==> src/rtl/ysyx_22050039_pkg.sv <==
// Shared types and defaults for the ysyx_22050039 fetch front end.
// Latency: n/a (declarations only).
// Backpressure: n/a.
package ysyx_22050039_pkg;

  localparam int          IFU_XLEN     = 64;
  localparam int          IFU_INST_LEN = 32;
  localparam logic [63:0] IFU_RESET_PC = 64'h8000_0000;

  // Fetch stage sequencing: issue request, wait for response, present instruction.
  typedef enum logic [1:0] {
    REQ  = 2'd0,
    WAIT = 2'd1,
    OUT  = 2'd2
  } ifu_state_t;

  // Pick the 32-bit instruction out of an aligned doubleword; hi selects bits [63:32].
  function automatic logic [IFU_INST_LEN-1:0] word_sel(input logic [IFU_XLEN-1:0] dw,
                                                       input logic                hi);
    return hi ? dw[63:32] : dw[31:0];
  endfunction

endpackage

==> src/rtl/ysyx_22050039_ifu.sv <==
// Instruction fetch: holds the PC, fetches aligned doublewords, presents {inst, pc, fault}.
// Latency: request accepted cycle N, response N+k -> out_valid N+k+1; buffer hit back-to-back.
// Backpressure: outputs hold until out_ready; request held until mem_req_ready (redirect may retarget).
module ysyx_22050039_ifu
  import ysyx_22050039_pkg::*;
#(
  parameter int              XLEN     = IFU_XLEN,
  parameter int              INST_LEN = IFU_INST_LEN,
  parameter logic [XLEN-1:0] RESET_PC = IFU_RESET_PC
) (
  input  logic                clk,
  input  logic                rst,
  output logic                mem_req_valid,
  input  logic                mem_req_ready,
  output logic [XLEN-1:0]     mem_req_addr,
  input  logic                mem_resp_valid,
  input  logic [XLEN-1:0]     mem_resp_data,
  input  logic                mem_resp_err,
  input  logic                redirect_valid,
  input  logic [XLEN-1:0]     redirect_pc,
  output logic                out_valid,
  input  logic                out_ready,
  output logic [INST_LEN-1:0] out_inst,
  output logic [XLEN-1:0]     out_pc,
  output logic                out_fault
);

  ifu_state_t          state, state_n;
  logic [XLEN-1:0]     pc, pc_n;
  logic                discard, discard_n;

  // One-line buffer: only the upper word is ever reused (sequential hit from pc[2]==0).
  logic                buf_vld, buf_vld_n;
  logic [XLEN-1:3]     buf_tag, buf_tag_n;
  logic [INST_LEN-1:0] buf_hi, buf_hi_n;

  logic [INST_LEN-1:0] inst_q, inst_n;
  logic [XLEN-1:0]     opc_q, opc_n;
  logic                fault_q, fault_n;

  logic                pc_mis;
  logic [XLEN-1:0]     pc_seq;
  logic                req_fire;
  logic                out_fire;
  logic                buf_hit;

  assign pc_mis   = (pc[1:0] != 2'b00);
  assign pc_seq   = pc + XLEN'(4);
  assign req_fire = mem_req_valid && mem_req_ready;
  assign out_fire = out_valid && out_ready;
  assign buf_hit  = buf_vld && (pc_seq[XLEN-1:3] == buf_tag);

  // Request is suppressed during reset and for a misaligned PC (which faults instead).
  assign mem_req_valid = rst && (state == REQ) && !pc_mis;
  assign mem_req_addr  = {pc[XLEN-1:3], 3'b000};

  assign out_valid = rst && (state == OUT);
  assign out_inst  = inst_q;
  assign out_pc    = opc_q;
  assign out_fault = fault_q;

  // Next-state and datapath update; redirect outranks everything else in every state.
  always_comb begin
    state_n   = state;
    pc_n      = pc;
    discard_n = discard;
    buf_vld_n = buf_vld;
    buf_tag_n = buf_tag;
    buf_hi_n  = buf_hi;
    inst_n    = inst_q;
    opc_n     = opc_q;
    fault_n   = fault_q;

    unique case (state)
      REQ: begin
        if (redirect_valid) begin
          pc_n      = redirect_pc;
          buf_vld_n = 1'b0;
          // Request already handed to memory this cycle: its response must be dropped.
          if (req_fire) begin
            discard_n = 1'b1;
            state_n   = WAIT;
          end
        end else if (pc_mis) begin
          state_n = OUT;
          inst_n  = '0;
          opc_n   = pc;
          fault_n = 1'b1;
        end else if (req_fire) begin
          state_n = WAIT;
        end
      end

      WAIT: begin
        if (redirect_valid) begin
          pc_n      = redirect_pc;
          buf_vld_n = 1'b0;
          if (mem_resp_valid) begin
            // The response arriving now belongs to the old path; drop it and refetch.
            discard_n = 1'b0;
            state_n   = REQ;
          end else begin
            discard_n = 1'b1;
          end
        end else if (mem_resp_valid) begin
          if (discard) begin
            discard_n = 1'b0;
            state_n   = REQ;
          end else begin
            buf_vld_n = !mem_resp_err;
            buf_tag_n = pc[XLEN-1:3];
            buf_hi_n  = mem_resp_data[63:32];
            inst_n    = mem_resp_err ? '0 : word_sel(mem_resp_data, pc[2]);
            opc_n     = pc;
            fault_n   = mem_resp_err;
            state_n   = OUT;
          end
        end
      end

      OUT: begin
        if (redirect_valid) begin
          // A handshake in the same cycle is ignored: the redirect target replaces pc+4.
          pc_n      = redirect_pc;
          buf_vld_n = 1'b0;
          state_n   = REQ;
        end else if (out_fire && !fault_q) begin
          pc_n = pc_seq;
          if (buf_hit) begin
            inst_n  = buf_hi;
            opc_n   = pc_seq;
            fault_n = 1'b0;
          end else begin
            state_n = REQ;
          end
        end
        // A faulted entry stays presented until a redirect arrives.
      end

      default: begin
        state_n = REQ;
      end
    endcase
  end

  // State and datapath registers with synchronous active-low reset.
  always_ff @(posedge clk) begin
    if (!rst) begin
      state   <= REQ;
      pc      <= RESET_PC;
      discard <= 1'b0;
      buf_vld <= 1'b0;
      buf_tag <= '0;
      buf_hi  <= '0;
      inst_q  <= '0;
      opc_q   <= '0;
      fault_q <= 1'b0;
    end else begin
      state   <= state_n;
      pc      <= pc_n;
      discard <= discard_n;
      buf_vld <= buf_vld_n;
      buf_tag <= buf_tag_n;
      buf_hi  <= buf_hi_n;
      inst_q  <= inst_n;
      opc_q   <= opc_n;
      fault_q <= fault_n;
    end
  end

endmodule

==> config.mk <==
export PLATFORM = sky130hd
export DESIGN_NAME = ysyx_22050039_ifu
export DESIGN_NICKNAME = d
export VERILOG_FILES = /design/src/rtl/ysyx_22050039_pkg.sv /design/src/rtl/ysyx_22050039_ifu.sv
export SDC_FILE = /design/constraint.sdc
export NUM_CORES = 1
export LEC_CHECK = 0
export CORE_MARGIN = 3
export CORE_UTILIZATION = 55
export CTS_CLUSTER_SIZE = 8
export DETAILED_ROUTE_END_ITERATION = 16
export DONT_BUFFER_PORTS = 1
export PLACE_DENSITY = 0.81
export RECOVER_POWER = 100
export SYNTH_ARGS = -nofsm -noshare
export SYNTH_HDL_FRONTEND = slang
export SYNTH_SLANG_ARGS = --single-unit
==> constraint.sdc <==
create_clock -name clk -period 8.57 [get_ports clk]
set_clock_uncertainty 0.15 [all_clocks]
set_input_delay 1.2855 -clock clk [delete_from_list [all_inputs] [get_ports clk]]
set_output_delay 1.2855 -clock clk [all_outputs]
set_load 0.01 [all_outputs]
==> run metrics, run 1 <==
Final setup viols 0; Worst R2R Start pc[2]; status complete, but fails checks; Layout Cells excl Fill 2,343; syn_area_per_cell approximately 7.3 um2; Post-synth top cells nand2_1 (515), dfxtp_1 (258), a21oi_1 (176); final hold vios 0; cells along the critical path clkinvlp_2 -> nor4b_1 -> clkbuf_1 -> a21oi_1 -> nor2_1 -> buf_4 -> o21ai_0 -> a221oi_1; Clock power frac 34.7%; vias per inst approximately 6.3; Inst Count DP 2,296; Slew @ Worst Pin 3050 ps; crit-path max cell delay 2240 ps; most frequent cell after synthesis nand2_1; post-synthesis cell type count 68; # DRC 0; Initial Utilization 56.32%; hold_sp buf_hi[0]; area taken by flip-flops and latches 0.005165 mm2; largest cells by area after synthesis dfxtp_1 (33%), nand2_1 (12%), mux2i_1 (8.6%); Synth Instances 2,156; CP delay by family, top simple AND/OR/NAND/NOR gates; maximum fanout along the worst path 166; routability congestion estimate 0.9845; Worst Setup SP rst; H-Tree Depth 2; Worst Path Buf+Inv 3; CP Launch Type primary input; I/O pin count 298; first-pass GRT wire length ~79,000 um; P_sw ~1.4 mW; Skew-Pair Late Insertion Delay 520 ps; routed vias 14,750; Hold Path End buf_hi[0]; Slew headroom -104.1%; vias in the first global route 13,750; Sw Ratio 35.92%; area of the multi-input gates ~0.0093 mm2; max_cap viols 3; clock root cell clkbuf_16; combinational fraction of design power 25.6%; Seq pwr share 39.8%; Final min period 7215 ps; unrepaired setup endpoints after global routing no; sequential area share after synthesis between 30 and 40%; TritonRoute pass-1 iters 6; Setup Fix Bufs, Post-CTS 0; CTS clock-pin slew for the worst setup and hold paths 50 ps; Synth area leader dfxtp_1; WS Path Type primary input to register; filler cell count 2,641; R2R setup slack 1990 ps; CTS Sinks 258; Syn. warnings 0; Avg WL per Cell 22.02 um; largest net degree at the start of global routing 167; initial antenna violation count 3; Post-synth EDFFs 0; Port-buffer cells 0; # nets final 2,098; die area between 0.03 and 0.04 mm2; Row Count 61; Tcrit/Tclk final between 80% and 90%; area of the core 0.02801 mm2; #FFs+latches synth between 200 and 300; placed wire-length estimate 35,580 um; Worst Hold Class register to register; Syn Std Cell Area 0.01578 mm2; Die Wd 175.4 um; FF-to-FF End out_pc[46]; cts bufs inserted 38; GRT Overall Usage 31.95%; top_reg_cell synth dfxtp_1; maximum clock frequency 138.6 MHz; slowest stage cell, crit path nor2_1; R2R depth 13; final wirelength 51,600 um; VDD IR max 0.1551 mV; asr flop ratio synth 0%; final instance area about 0.016 mm2; Synth top area share around 33%; area post-placement around 0.015 mm2; grt ovf 0; Required @ worst endpoint 8840 ps; hold path cells 2; failing checks capacitance limit, slew limit; setup TNS 0 ps; Crit. End Element register; Area Growth Syn to Fin 2.387%; crit path DAT 7490 ps; cts repair resizes 0; post-route ant nets 0; CTS tree yes; hold_buf cts 0; Cell Int Power around 2.5 mW; Starting DRT DRC Count 1,578; Die Height 175.4 um; CTS Buffer Depth 3; pwr/cell area approximately 240 mW/mm2; Final Util between 50% and 60%; share of cells above drive strength 1 4.230%; Power Total 3.910 mW; Slew Viols, Final 160; Pleak about 5.8 nW
## cell families after synthesis
family          count (synthesis)  share of synthesized area, %
compound gates                386                         13.97
flops                         258                         32.74
xor+xnor                      146                         8.105
buf+inv                       270                         8.557
mux                           136                         8.637
fa+ha+maj                       5                        0.3965
simple gates                  954                         27.57
other cells                     1                       0.02377
## metrics by stage
step / hold slack (ps) / worst slack [ps]
floorplan: 286.6 / 4525
global route: 318.2 / 1115
detailed placement: 296.5 / 2635
CTS: 302.8 / 2581
global placement: 292.3 / 2681
finish: 301.8 / 1355
## area by class of cell
| class | count | area share, % |
|---|---|---|
| inverters | 13 | 0.3098 |
| clock buffers | 42 | 6.297 |
| flip-flops and latches | 258 | 31.98 |
| multi-input cells | 1630 | 57.50 |
| repair buffers | 17 | 0.7436 |
| well taps | 378 | 2.928 |
| clock inverters | 2 | 0.2014 |
| diodes | 3 | 0.04648 |
## cell usage in the layout (no fill, tap or decap), drive strengths merged, types with 14 or more instances in the layout
cell,synthesis,layout
nand2,515,515
xor2,42,42
nor4,39,39
nand3,46,46
nand4,52,52
xnor2,104,104
o21ai,114,114
or3,14,14
nor3,46,46
nor2,168,168
a22oi,31,31
buf,112,15
clkbuf,145,44
a21oi,176,176
dfxtp,258,258
mux2i,135,135
and3,21,21
## registers in the layout, indices dropped and copies added, names as in the netlist
name / count
buf_vld: 1
pc: 64
state: 2
out_pc: 64
out_inst: 32
buf_hi: 32
out_fault: 1
buf_tag: 61
discard: 1
## tightest hold or removal path: cells and delay by family (launching register included)
family / cells / cell delay [ps]
AO/OA/AOI/OAI: 1 / 50
flip-flops: 1 / 300
AND/OR/NAND/NOR: 1 / 50
## routing by layer
metal  track usage [%]  share of wire (%)
met5                 0                  0
met1             41.64                 40
met4             13.93                4.2
met3             8.128                 11
met2             50.20                 46
## power by group through the flow
stage               registers [mW]  clock network (mW)  logic, mW
floorplan                     1.39                   0      0.999
global placement              1.57                   0      0.967
detailed placement            1.57                   0      0.987
CTS                           1.55                1.37      0.992
global route                  1.57                1.42       1.08
finish                        1.56                1.36      0.999
## how the worst max path moves through the flow
stage	to	depth (start not counted)	slack, ps
2_1_floorplan	out_pc[51]	14	4520
3_3_place_gp	out_pc[46]	13	2680
3_5_place_dp	out_pc[45]	13	2640
4_1_cts	out_pc[51]	13	2580
5_1_grt	pc[24]	9	1110
6_report	pc[15]	8	1360
No activity file was read; power rests on OpenSTA's default activity.
==> inputs of run 2 (changes only) <==
Clock period 8.57 ns to 7.1 ns, I/O delays scaled along.
==> run 2 against run 1 <==
- highest routed layer is now met5
- critical path type is now register to register
- cell area about the same
- sequential cell count stayed put
- sequential power is 20% higher
- largest power group unchanged
- sequential share of layout area hardly changed
- cell count grew 0.13%
- the run still ends with capacitance limit, slew limit left
- clock power is 18% higher
- clock-buffer cell count shrank 2
- via count rose by 0.64%
- global-route usage increased by 0.53 points
- setup slack worse by 350 ps
==> run metrics, run 2 (same netlist as run 1, synthesis figures left out) <==
status complete, but fails checks; failing checks capacitance limit, slew limit; Final min period 6093 ps; CTS tree yes; clock root cell clkbuf_16; commonest cells after routing, fill and taps aside nand2_1 (514), dfxtp_1 (257), a21oi_1 (176); area of the multi-input gates 0.009299 mm2 (+0.12%); first-pass GRT wire length 80,400 um (+1.9%); Tcrit/Tclk final a little under nine tenths; P_sw 1.708 mW (+22%); grt ovf 0 (unchanged); share of cells above drive strength 1 4.175% (-0.055 points); Worst Hold Class register to register; Final setup viols 0 (unchanged); slowest stage cell, crit path clkbuf_2; Required @ worst endpoint 7300 ps (-1540 ps); post-route ant nets 0 (unchanged); CTS Buffer Depth 3 (unchanged); Cell Int Power 2.998 mW (+20%); Post-Route M1 WL 20,820 um (+1.7%); top layer in use met5; pwr/cell area 291.5 mW/mm2 (+20%); cts bufs inserted 38 (unchanged); Seq pwr share 39.8% (about the same); Area Growth Syn to Fin 2.316% (about the same); Initial Utilization 56.32% (unchanged); initial antenna violation count 5 (+2); CTS clock-pin slew for the worst setup and hold paths 50 ps (about the same); hold_sp buf_hi[3]; die area 0.03075 mm2 (unchanged); combinational fraction of design power 26.0% (+0.4 points); # DRC 0 (unchanged); crit-path max cell delay 910 ps (-1330 ps); Skew-Pair Late Insertion Delay 530 ps (about the same); commonest non-fill, non-tap cell in the layout nand2_1; WS Path Type register to register; routed vias 14,840 (+0.64%); H-Tree Depth 2 (unchanged); placed wire-length estimate 36,150 um (+1.6%); hold_buf cts 0 (unchanged); Crit. End Element register; TritonRoute pass-1 iters 6 (unchanged); Avg WL per Cell 22.22 um (+0.87%); Starting DRT DRC Count 1,688 (+7.0%); vias per inst 6.325 (+0.51%); routability congestion estimate 1.041 (+5.8%); Setup Fix Bufs, Post-CTS 0 (unchanged); largest net degree at the start of global routing 167 (unchanged); I/O pin count 298 (unchanged); PnR worst setup slack 1007 ps (-348.2 ps); filler cell count 2,612 (-1.1%); met2 WL 23,690 um (+0.71%); final wirelength 52,120 um (+1.0%); GRT Overall Usage 32.49% (+0.53 points); maximum clock frequency approximately 160 MHz; Row Count 61 (unchanged); Pleak 5.754 nW (-0.19%); # nets final 2,101 (+0.14%); cells along the critical path clkbuf_2 -> ha_1 -> nand3_1 -> nor3_1 -> nand3_1 -> nor3_1 -> xnor2_1 -> nand4_1 -> nor4_4 -> a41oi_4 -> buf_4 -> mux2i_1; Port-buffer cells 0 (unchanged); setup TNS 0 ps (unchanged); Die Height 175.4 um (unchanged); Worst Setup SP pc[2]; Sw Ratio 36.30% (+0.38 points); Clock power frac 34.2% (-0.5 points); area taken by flip-flops and latches 0.005166 mm2 (about the same); CP Launch Type register; unrepaired setup endpoints after global routing no; cts repair resizes 0 (unchanged); Slew @ Worst Pin 3350 ps (+300.0 ps); CTS Sinks 258 (unchanged); maximum fanout along the worst path 59 (-64%); Placement Setup Slack 1740 ps (-895.3 ps); Worst R2R Start pc[2]; Slew Viols, Final 281 (+76%); Slew headroom -123.4% (-19 points); VDD IR max 0.2250 mV (+45%); Die Wd 175.4 um (unchanged); vias in the first global route 13,900 (+1.1%); max_cap viols 5 (+2); met3 WL 5368 um (-1.4%); crit path DAT 6290 ps (-1200 ps); final hold vios 0 (unchanged); area of the core 0.02801 mm2 (unchanged)
run 2: changes by cell type in the layout (fill, tap and decap cells not counted), sizes merged:
cell and change:
diode +1, clkinvlp +1, clkbuf +4, buf -3
run 2: per-stage QoR:
stage / cell area [um2] / std cells / hold slack [ps] / power, mW / util, %
detailed placement: 15160 / 2299 / 296.7 / 3.095 / 54.14
finish: 16140 / 2346 / 302.5 / 4.706 / 57.63
global route: 16140 / 2345 / 326.6 / 4.905 / 57.62
floorplan: 15780 / 2158 / 286.6 / 2.880 / -
CTS: 16180 / 2342 / 303.1 / 4.704 / 57.78
global placement: 15160 / 2299 / 290.6 / 3.065 / 54.14
run 2: final timing paths:
kind | endpoint | slack (ps) | cells after the start
worst max-delay path | out_pc[44] | 1010 | 12
worst max register to register | out_pc[44] | 1010 | 12
worst min-delay path | buf_hi[3] | 300 | 2
worst min register to register | buf_hi[3] | 300 | 2
run 2: cell type report:
class	count	share of cell area (%)
Multi-Input combinational cell	1630	57.61
Sequential cell	258	32.01
Clock buffer	40	6.069
Tap cell	378	2.930
Timing Repair Buffer	20	0.7674
Inverter	13	0.3101
Clock inverter	3	0.2480
Antenna cell	4	0.06201
run 2: worst max-delay path: cells and delay by family, from the launching register on:
kind	cells	cell delay [ps]
simple gates	6	2780
buf+inv	2	1330
fa+ha+maj	1	450
flops	1	380
mux	1	250
xor+xnor	1	230
compound gates	1	170
run 2: routing by layer:
metal / global-route usage (%) / vias to the layer above
met5: 0 / -
met4: 13.23 / 2
met3: 8.214 / 155
met2: 51.69 / 810
met1: 42.21 / 6993
li1: - / 6879
run 2: power groups by stage:
stage                     registers [mW]  logic, mW  clock network [mW]
after floorplan                     1.67       1.21                   0
after global placement              1.89       1.18                   0
after detailed placement            1.89       1.20                   0
after CTS                           1.87       1.21                1.63
after global routing                1.89       1.33                1.69
final                               1.87       1.22                1.61
